<file path="src/rtl/oflow_score_feeder.sv">
// oflow_score_feeder
// Streams candidate scores into an external running-minimum calculator two
// at a time. An odd final candidate is paired with a MAX_SCORE/ID-0 pad,
// which the calculator never prefers over a real candidate. When all pairs
// have been compared, the calculator's best and second-best are captured
// and announced with a one-cycle res_valid strobe.
// Note: reset_N is active-high despite its name.

module oflow_score_feeder #(
  parameter int SCORE_LEN = 16,
  parameter int ID_LEN    = 12,
  parameter int CNT_LEN   = 8
) (
  input  logic                 clk,
  input  logic                 reset_N,
  input  logic                 start_pair_search,
  input  logic [CNT_LEN-1:0]   num_candidates,
  input  logic                 cand_valid,
  output logic                 cand_ready,
  input  logic [SCORE_LEN-1:0] cand_score,
  input  logic [ID_LEN-1:0]    cand_id,
  output logic                 start_score_calc,
  output logic                 start_calc_min,
  input  logic                 done_calc_min,
  output logic [SCORE_LEN-1:0] score_0,
  output logic [SCORE_LEN-1:0] score_1,
  output logic [ID_LEN-1:0]    id_0,
  output logic [ID_LEN-1:0]    id_1,
  input  logic [SCORE_LEN-1:0] min_score_0,
  input  logic [SCORE_LEN-1:0] min_score_1,
  input  logic [ID_LEN-1:0]    min_id_0,
  input  logic [ID_LEN-1:0]    min_id_1,
  output logic                 res_valid,
  output logic [SCORE_LEN-1:0] res_score_0,
  output logic [SCORE_LEN-1:0] res_score_1,
  output logic [ID_LEN-1:0]    res_id_0,
  output logic [ID_LEN-1:0]    res_id_1,
  output logic                 busy
);

  localparam logic [SCORE_LEN-1:0] MAX_SCORE = '1;
  localparam logic [CNT_LEN-1:0]   CNT_ONE   = CNT_LEN'(1);

  typedef enum logic [2:0] {
    IDLE,
    CLEAR,
    COLLECT0,
    COLLECT1,
    ISSUE,
    WAIT_DONE,
    REPORT
  } state_t;

  state_t             state;
  state_t             state_next;
  logic [CNT_LEN-1:0] remaining;
  logic               handshake;

  assign handshake = cand_valid && cand_ready;

  // State register; reset returns to IDLE so the next search starts with CLEAR.
  always_ff @(posedge clk or posedge reset_N) begin
    if (reset_N) begin
      state <= IDLE;
    end else begin
      state <= state_next;
    end
  end

  // Next-state and state-decoded strobes; strobes are zero in IDLE so reset clears them.
  always_comb begin
    state_next       = state;
    cand_ready       = 1'b0;
    start_score_calc = 1'b0;
    start_calc_min   = 1'b0;
    busy             = 1'b1;
    case (state)
      IDLE: begin
        busy = 1'b0;
        if (start_pair_search) begin
          state_next = CLEAR;
        end
      end
      CLEAR: begin
        start_score_calc = 1'b1;
        state_next       = (remaining == '0) ? REPORT : COLLECT0;
      end
      COLLECT0: begin
        cand_ready = 1'b1;
        if (cand_valid) begin
          state_next = (remaining == CNT_ONE) ? ISSUE : COLLECT1;
        end
      end
      COLLECT1: begin
        cand_ready = 1'b1;
        if (cand_valid) begin
          state_next = ISSUE;
        end
      end
      ISSUE: begin
        start_calc_min = 1'b1;
        state_next     = WAIT_DONE;
      end
      WAIT_DONE: begin
        if (done_calc_min) begin
          state_next = (remaining == '0) ? REPORT : COLLECT0;
        end
      end
      REPORT: begin
        state_next = IDLE;
      end
      default: begin
        state_next = IDLE;
      end
    endcase
  end

  // Candidate counter and pair registers; pair values only move during collection so they stay stable across a compare.
  always_ff @(posedge clk or posedge reset_N) begin
    if (reset_N) begin
      remaining <= '0;
      score_0   <= '0;
      score_1   <= '0;
      id_0      <= '0;
      id_1      <= '0;
    end else begin
      case (state)
        IDLE: begin
          if (start_pair_search) begin
            remaining <= num_candidates;
          end
        end
        COLLECT0: begin
          if (handshake) begin
            score_0   <= cand_score;
            id_0      <= cand_id;
            remaining <= remaining - CNT_ONE;
            if (remaining == CNT_ONE) begin
              score_1 <= MAX_SCORE;
              id_1    <= '0;
            end
          end
        end
        COLLECT1: begin
          if (handshake) begin
            score_1   <= cand_score;
            id_1      <= cand_id;
            remaining <= remaining - CNT_ONE;
          end
        end
        default: begin
        end
      endcase
    end
  end

  // Result capture on leaving REPORT; the strobe rises together with the newly captured values.
  always_ff @(posedge clk or posedge reset_N) begin
    if (reset_N) begin
      res_valid   <= 1'b0;
      res_score_0 <= '0;
      res_score_1 <= '0;
      res_id_0    <= '0;
      res_id_1    <= '0;
    end else begin
      res_valid <= (state == REPORT);
      if (state == REPORT) begin
        res_score_0 <= min_score_0;
        res_id_0    <= min_id_0;
        res_score_1 <= min_score_1;
        res_id_1    <= min_id_1;
      end
    end
  end

endmodule

</file>
<file path="config.mk">
export PLATFORM = sky130hd
export DESIGN_NAME = oflow_score_feeder
export DESIGN_NICKNAME = d
export VERILOG_FILES = /design/src/rtl/oflow_score_feeder.sv
export SDC_FILE = /design/constraint.sdc
export NUM_CORES = 1
export LEC_CHECK = 0
export CAP_MARGIN = 30
export CORE_AREA = 2 2 132 134
export CTS_CLUSTER_DIAMETER = 60
export DETAILED_ROUTE_END_ITERATION = 7
export DIE_AREA = 0 0 134 136
export PLACE_DENSITY = 0.73
export SETUP_SLACK_MARGIN = 0.05
export SLEW_MARGIN = 20
export SYNTH_ARGS = -nofsm -noshare
export SYNTH_HDL_FRONTEND = slang
export SYNTH_SLANG_ARGS = --single-unit
</file>
<file path="constraint.sdc">
create_clock -name clk -period 3.9 [get_ports clk]
set_input_delay 0.78 -clock clk [delete_from_list [all_inputs] [get_ports clk]]
set_output_delay 0.78 -clock clk [all_outputs]
set_load 0.02 [all_outputs]
</file>
==> results of run 1 <==
power groups by stage:
stage / sequential, mW / combinational [mW] / clock (mW)
2_1_floorplan: 3.00 / 1.07 / 0
3_3_place_gp: 2.33 / 3.27 / 0
3_5_place_dp: 2.34 / 3.31 / 0
4_1_cts: 2.34 / 3.33 / 1.65
5_1_grt: 2.42 / 3.51 / 1.72
6_report: 2.33 / 3.28 / 1.61
cells by family after synthesis:
kind of cell | count (synthesis) | share of synthesized area, %
and+or+nand+nor | 210 | 17.8
AOI/OAI and AO/OA | 64 | 9.29
DFF | 124 | 62.6
muxes | 29 | 6.56
buffers and inverters | 29 | 2.98
adders and majority gates | 3 | 0.757
tightest hold or removal path: stages (launching register included):
cell,delay [ns]
sky130_fd_sc_hd__dfrtp_1,0.33
sky130_fd_sc_hd__nand2_1,0.05
sky130_fd_sc_hd__nand2_1,0.05
cell usage in the layout, fill, tap and decap left out, types with 6 or more instances in the layout:
master                            instances
sky130_fd_sc_hd__a21oi_1                 11
sky130_fd_sc_hd__a22o_1                  12
sky130_fd_sc_hd__clkbuf_16               17
sky130_fd_sc_hd__clkdlybuf4s50_1        213
sky130_fd_sc_hd__clkinv_2                 6
sky130_fd_sc_hd__dfrtp_1                124
sky130_fd_sc_hd__mux2_2                  28
sky130_fd_sc_hd__nand2_1                172
sky130_fd_sc_hd__nor2_1                   8
sky130_fd_sc_hd__nor3_1                   6
sky130_fd_sc_hd__o21ai_0                 15
sky130_fd_sc_hd__o22a_1                  16
cells in the mapped netlist (2+ instances only):
library cell and instances:
sky130_fd_sc_hd__o22a_1 16, sky130_fd_sc_hd__nand2_1 172, sky130_fd_sc_hd__nand2b_1 5, sky130_fd_sc_hd__nor3_1 6
sky130_fd_sc_hd__dfrtp_1 124, sky130_fd_sc_hd__o2bb2ai_1 2, sky130_fd_sc_hd__or3_1 2, sky130_fd_sc_hd__ha_1 3
sky130_fd_sc_hd__inv_1 4, sky130_fd_sc_hd__clkbuf_1 10, sky130_fd_sc_hd__a21oi_1 11, sky130_fd_sc_hd__o21ai_0 15
sky130_fd_sc_hd__buf_2 10, sky130_fd_sc_hd__buf_6 3, sky130_fd_sc_hd__nand3_1 3, sky130_fd_sc_hd__mux2_2 28
sky130_fd_sc_hd__a22o_1 12, sky130_fd_sc_hd__nor2_1 8
worst paths after layout:
kind | startpoint | endpoint
worst max-delay path | state[2] | cand_ready
worst min-delay path | res_id_0[8] | res_id_0[8]
max in group asynchronous | reset_N | score_1[12]
worst min register to register | res_id_0[8] | res_id_0[8]
worst max register to register | state[2] | id_0[7]
min in group asynchronous | reset_N | res_id_0[6]
stage by stage:
step           std cells  setup WS [ns]  cell area [µm²]  utilization (%)
2_1_floorplan        459           1.59             4960                -
3_3_place_gp         876           1.20             7280             43.1
3_5_place_dp         876           1.17             7280             43.1
4_1_cts              908          0.801             7880             46.7
5_1_grt              908          0.683             7880             46.7
6_report             908          0.816             7880             46.7
final cells by class:
type,count,share of cell area (%)
sequential,124,39.4
timing repair buffer,216,27.5
multi-input combinational,306,21.6
clock buffer,20,5.79
tap,225,3.57
clock inverter,12,1.84
inverter,5,0.286
state kept, by name, indices dropped and copies added (netlist names):
signal and flops:
state 3, res_valid 1, id_0 12, res_id_1 12, remaining 8, res_score_1 16
score_0 16, score_1 16, res_id_0 12, id_1 12, res_score_0 16
layer usage:
| layer | wire length, µm | global-route usage [%] | vias up |
|---|---|---|---|
| li1 | - | - | 1954 |
| met1 | 5850 | 18.6 | 1971 |
| met2 | 6800 | 24.2 | 101 |
| met3 | 689 | 5.11 | 20 |
| met4 | 223 | 5.44 | 0 |
| met5 | 0 | 0 | - |
==> reports/metrics.cfg, run 1 <==
[route]
detailed_route_iter0_violations = 156
num_vias = 4046
drt_pre_antenna_iters = 4
antenna_violating_nets_post_route = 0
drc = 0
route.detailed.wl_per_inst_um = 14.9
post_detailed_route_via_to_cell_ratio = 4.46
detail_route.wirelength_mm = 13.6

[power]
power.density_cell_area_mw_per_mm2 = 916
peakVddDrop_mv = 0.299
power.static_leakage_nw = 3.46
power_switching_mw = 2.65
p_total_mw = 7.22
pwr-share-seq_pct = 32.3
clock_power_share_pct = 22.3
p_comb_share_pct = 45.5
internal-power_mw = 4.57
power_switching_share_pct = 36.7

[layout]
nFillCells = 1543
ff_latch_area_mm2 = 0.00310
syn2layout_area_growth_pct = 59.0
final_net_count = 770
multiInputGateArea_mm2 = 0.00171
final_layout_size_suffix_gt1_share_pct = 10.7
antenna_cell_count = 0

[synthesis]
sequential_share_of_the_synthesized_area_pct = 62.6
synth.net_count = 559
synth_top_flop_cell = sky130_fd_sc_hd__dfrtp_1
asyncSetResetFlopFracSynth_pct = 100
ys_warn_count = 0
ff_latch_count_synth = 124
synth_area_leader_cell = sky130_fd_sc_hd__dfrtp_1
syn_area_per_cell_um2 = 10.8
synth-edff-count = 0
synth_cell_types = 43
synth.cell_area_mm2 = 0.00496
yosys.area.top_type_share_pct = 62.6
synthCells = 459
cell_types_with_the_largest_area_share_after_synthesis = sky130_fd_sc_hd__dfrtp_1, sky130_fd_sc_hd__nand2_1, sky130_fd_sc_hd__mux2_2

[sta]
maxSlewViolCount = 0
min_period_ns = 3.08
final_hold_viol_count = 0
timing.final.crit_share_pct = 79.1
hold-worst-slack_ns = 0.469
worst_relative_slew_slack_pct = 45.9
tns_ns = 0
worst_setup_skew_after_layout_ns = 0.00650
max_freq_mhz = 324
grt_setup_unrepaired = no
report.final.setup_viol = 0
worst-slew-pin-transition_ns = 0.810

[clocking]
cts.sink_count = 124
num_cts_buffers = 17
ctsHoldBuffers = 0
ctsRootBufferMaster = sky130_fd_sc_hd__clkbuf_16
cts.reportedPaths.clkPinSlew_ns = 0.06
post_cts.resized_instances = 0
cts.path.max_buffers = 2
htreeDepth = 4
tritoncts = done
post_cts_setup_buffer_count = 0
clock_insertion_delay_worst_skew_ns = 0.41

[setup_path]
path_depth = 3
critPathKind = flip-flop to output port
worst-path-max-fanout = 17
timing.reg2reg.setup_slack_ns = 1.33
cp_cell_sequence = nand2b_1 -> inv_2 -> clkdlybuf4s50_1
critical_path.max_stage_delay_ns = 0.65
worst_setup_path_start_kind = flip-flop
timing.critical_path.to_type = output port
cp.arrival_ns = 2.30
worst_r2r_path_depth = 5
critPathTopFamily = buffers and inverters
cp.required_ns = 3.12
worstPathBufferInverterCount = 2
cp_slowest_cell = sky130_fd_sc_hd__clkdlybuf4s50_1

[global_route]
grtUsageTotal_pct = 15.0
gr-total-overflow = 0
grt_first_pass_wirelength_mm = 21.0
number_of_global_route_vias_before_repair = 3967
grt_max_degree = 96
number_of_antenna_violations_at_the_first_check_in_global_routing = 0

[worst_hold_path]
hold_path_class = flip-flop to flip-flop
min_delay_path_depth = 2

[die]
initial_core_util_pct = 29.4
pin_count = 214
core_area_mm2 = 0.0169
vert_die_dim_um = 136
fp.dieArea_mm2 = 0.0182
placementRows = 48
chipWidth_um = 134

[outcome]
result_of_the_run = finished, final reports clean

[placed_design]
gp_routability_congestion = 0.793
detailedPlacementHpwl_mm = 9.37
port_buffers = 213

[run]
timing.max_cap.violations = 0

Note: power is estimated with default switching activity, not from simulation.
==> inputs of run 2 (changes only) <==
Clock period 3.9 ns to 2.7 ns, I/O delays scaled along.
==> run 2 against run 1 <==
Cell count increased by 0.55%. Setup slack got worse by 0.58 ns. Register-to-register slack lost 0.44 ns. Power rose by 46%. Critical path type unchanged. Highest routed layer unchanged.
==> reports/metrics.cfg, run 2 (synthesis results as in run 1) <==
[sta]
final_hold_viol_count = 0  ; unchanged
maxSlewViolCount = 0  ; unchanged
tns_ns = 0  ; unchanged
timing.final.crit_share_pct = 91.2
report.final.setup_viol = 0  ; unchanged
min_period_ns = 2.46
worst_setup_skew_after_layout_ns = 0.00433  ; was 0.00650 ns
worst-slew-pin-transition_ns = 0.644  ; was 0.810 ns
worst_relative_slew_slack_pct = 57.0  ; was 45.9%
max_freq_mhz = 406
grt_setup_unrepaired = no  ; unchanged
post-route-worst-setup-slack_ns = 0.238  ; was 0.816 ns
hold-worst-slack_ns = 0.468  ; was 0.469 ns

[clocking]
cts.reportedPaths.clkPinSlew_ns = 0.05  ; was 0.06 ns
cts.sink_count = 124  ; unchanged
num_cts_buffers = 17  ; unchanged
post_cts_setup_buffer_count = 0  ; unchanged
tritoncts = done  ; unchanged
htreeDepth = 4  ; unchanged
post_cts.resized_instances = 0  ; unchanged
clock_insertion_delay_worst_skew_ns = 0.41  ; about the same
ctsHoldBuffers = 0  ; unchanged
ctsRootBufferMaster = sky130_fd_sc_hd__clkbuf_16  ; unchanged
cts.path.max_buffers = 2  ; unchanged

[route]
detailed_route_iter0_violations = 144  ; was 156
post_detailed_route_via_to_cell_ratio = 4.45  ; was 4.46
num_vias = 4064  ; was 4,046
drc = 0  ; unchanged
antenna_violating_nets_post_route = 0  ; unchanged
detail_route.wirelength_mm = 13.5  ; was 13.6 mm
drt_pre_antenna_iters = 4  ; unchanged
route.detailed.wl_per_inst_um = 14.8  ; was 14.9 µm

[die]
chipWidth_um = 134  ; unchanged
core_area_mm2 = 0.0169  ; unchanged
pin_count = 214  ; unchanged
fp.dieArea_mm2 = 0.0182  ; unchanged
initial_core_util_pct = 29.4  ; unchanged
placementRows = 48  ; unchanged
vert_die_dim_um = 136  ; unchanged

[power]
power_switching_mw = 3.80  ; was 2.65 mW
power_switching_share_pct = 36.1  ; was 36.7%
p_comb_share_pct = 45.9  ; was 45.5%
peakVddDrop_mv = 0.586  ; was 0.299 mV
clock_power_share_pct = 22.4  ; was 22.3%
pwr-share-seq_pct = 31.7  ; was 32.3%
power.static_leakage_nw = 3.52  ; was 3.46 nW
power.density_cell_area_mw_per_mm2 = 1320  ; was 916 mW/mm²
internal-power_mw = 6.73  ; was 4.57 mW

[setup_path]
timing.critical_path.to_type = output port  ; unchanged
worst_setup_path_start_kind = flip-flop  ; unchanged
worstSetupEndpoint = cand_ready  ; unchanged
worst_r2r_path_depth = 6  ; was 5
rr_startpoint = state[2]  ; unchanged
cp.arrival_ns = 1.92  ; was 2.30 ns
cp.required_ns = 2.16  ; was 3.12 ns
worstReg2RegEnd = id_0[1]  ; was id_0[7]
worst-path-max-fanout = 12  ; was 17
timing.reg2reg.setup_slack_ns = 0.89  ; was 1.33 ns
cp-startpoint = state[2]  ; unchanged
critPathKind = flip-flop to output port  ; unchanged

[placed_design]
port_buffers = 213  ; unchanged
numPlacedInstances = 884  ; was 876
place_worst_setup_slack_ns = 0.521  ; was 1.17 ns
gp_routability_congestion = 0.783  ; was 0.793
detailedPlacementHpwl_mm = 9.56  ; was 9.37 mm

[global_route]
number_of_global_route_vias_before_repair = 3947  ; was 3,967
gr-total-overflow = 0  ; unchanged
grt_max_degree = 57  ; was 96
number_of_antenna_violations_at_the_first_check_in_global_routing = 0  ; unchanged
grt_first_pass_wirelength_mm = 20.9  ; was 21.0 mm
grtUsageTotal_pct = 14.9  ; was 15.0%

[layout]
highest_count_cells_in_the_layout_ignoring_fill_and_taps = sky130_fd_sc_hd__clkdlybuf4s50_1, sky130_fd_sc_hd__nand2_1, sky130_fd_sc_hd__dfrtp_1  ; unchanged
final_net_count = 778  ; was 770
finish.cell_count_without_fillers = 913  ; was 908
antenna_cell_count = 0  ; unchanged
finish.utilization_pct = 47.4  ; was 46.7%
layout_commonest_cell = sky130_fd_sc_hd__clkdlybuf4s50_1  ; unchanged
syn2layout_area_growth_pct = 61.2  ; was 59.0%
nFillCells = 1529  ; was 1,543
final_layout_size_suffix_gt1_share_pct = 11.3  ; was 10.7%

[worst_hold_path]
hold_path_class = flip-flop to flip-flop  ; unchanged

[run]
timing.max_cap.violations = 0  ; unchanged

[outcome]
result_of_the_run = finished, final reports clean  ; unchanged

-- run 2: changes by cell type in the layout (fill, tap and decap cells not counted), sizes merged --
cell      before  now
bufinv         3    4
buf            3   11
clkinv         8    5
clkinvlp       2    1
-- run 2: worst min-delay path by stage --
| stage | startpoint | endpoint | slack, ns | cells past startpoint |
|---|---|---|---|---|
| 6_report | res_id_1[7] | res_id_1[7] | 0.47 | 2 |
| 3_5_place_dp | res_id_1[5] | res_id_1[5] | 0.46 | 2 |
| 4_1_cts | res_id_1[3] | res_id_1[3] | 0.47 | 2 |
| 3_3_place_gp | res_id_0[10] | res_id_0[10] | 0.46 | 2 |
| 5_1_grt | res_id_1[10] | res_id_1[10] | 0.49 | 2 |
| 2_1_floorplan | remaining[0] | remaining[0] | 0.51 | 1 |
-- run 2: critical path, stage by stage, from the launching register on --
cell and delay [ns]:
sky130_fd_sc_hd__dfrtp_1 0.47, sky130_fd_sc_hd__nand2b_1 0.21, sky130_fd_sc_hd__inv_2 0.18, sky130_fd_sc_hd__clkdlybuf4s50_1 0.65
-- run 2: stage by stage --
| step | total power [mW] | cell area, µm² |
|---|---|---|
| 6_report | 10.5 | 7990 |
| 5_1_grt | 11.1 | 7990 |
| 4_1_cts | 10.7 | 7990 |
| 3_5_place_dp | 8.24 | 7390 |
| 3_3_place_gp | 8.14 | 7390 |
| 2_1_floorplan | 5.88 | 4960 |
-- run 2: metal layers --
| layer | share of wire (%) | vias up | track usage (%) |
|---|---|---|---|
| met1 | 44 | 1956 | 18.7 |
| li1 | - | 1963 | - |
| met3 | 5.1 | 27 | 4.47 |
| met5 | 0 | - | 0 |
| met2 | 48 | 118 | 23.6 |
| met4 | 2.8 | 0 | 7.21 |
-- run 2: cell type report --
cell class / instances / area (µm²) / area share (%)
flip-flops and latches: 124 / 3100 / 38.8
well taps: 225 / 282 / 3.52
clock inverters: 9 / 145 / 1.82
repair buffers: 224 / 2280 / 28.5
inverters: 5 / 22.5 / 0.282
multi-input cells: 306 / 1710 / 21.3
clock buffers: 20 / 457 / 5.71
-- run 2: power groups by stage --
stage | Clock [mW] | Combinational (mW) | Sequential (mW)
floorplan | 0 | 1.54 | 4.34
global placement | 0 | 4.81 | 3.33
detailed placement | 0 | 4.88 | 3.36
CTS | 2.42 | 4.89 | 3.35
global route | 2.49 | 5.17 | 3.47
finish | 2.36 | 4.83 | 3.34
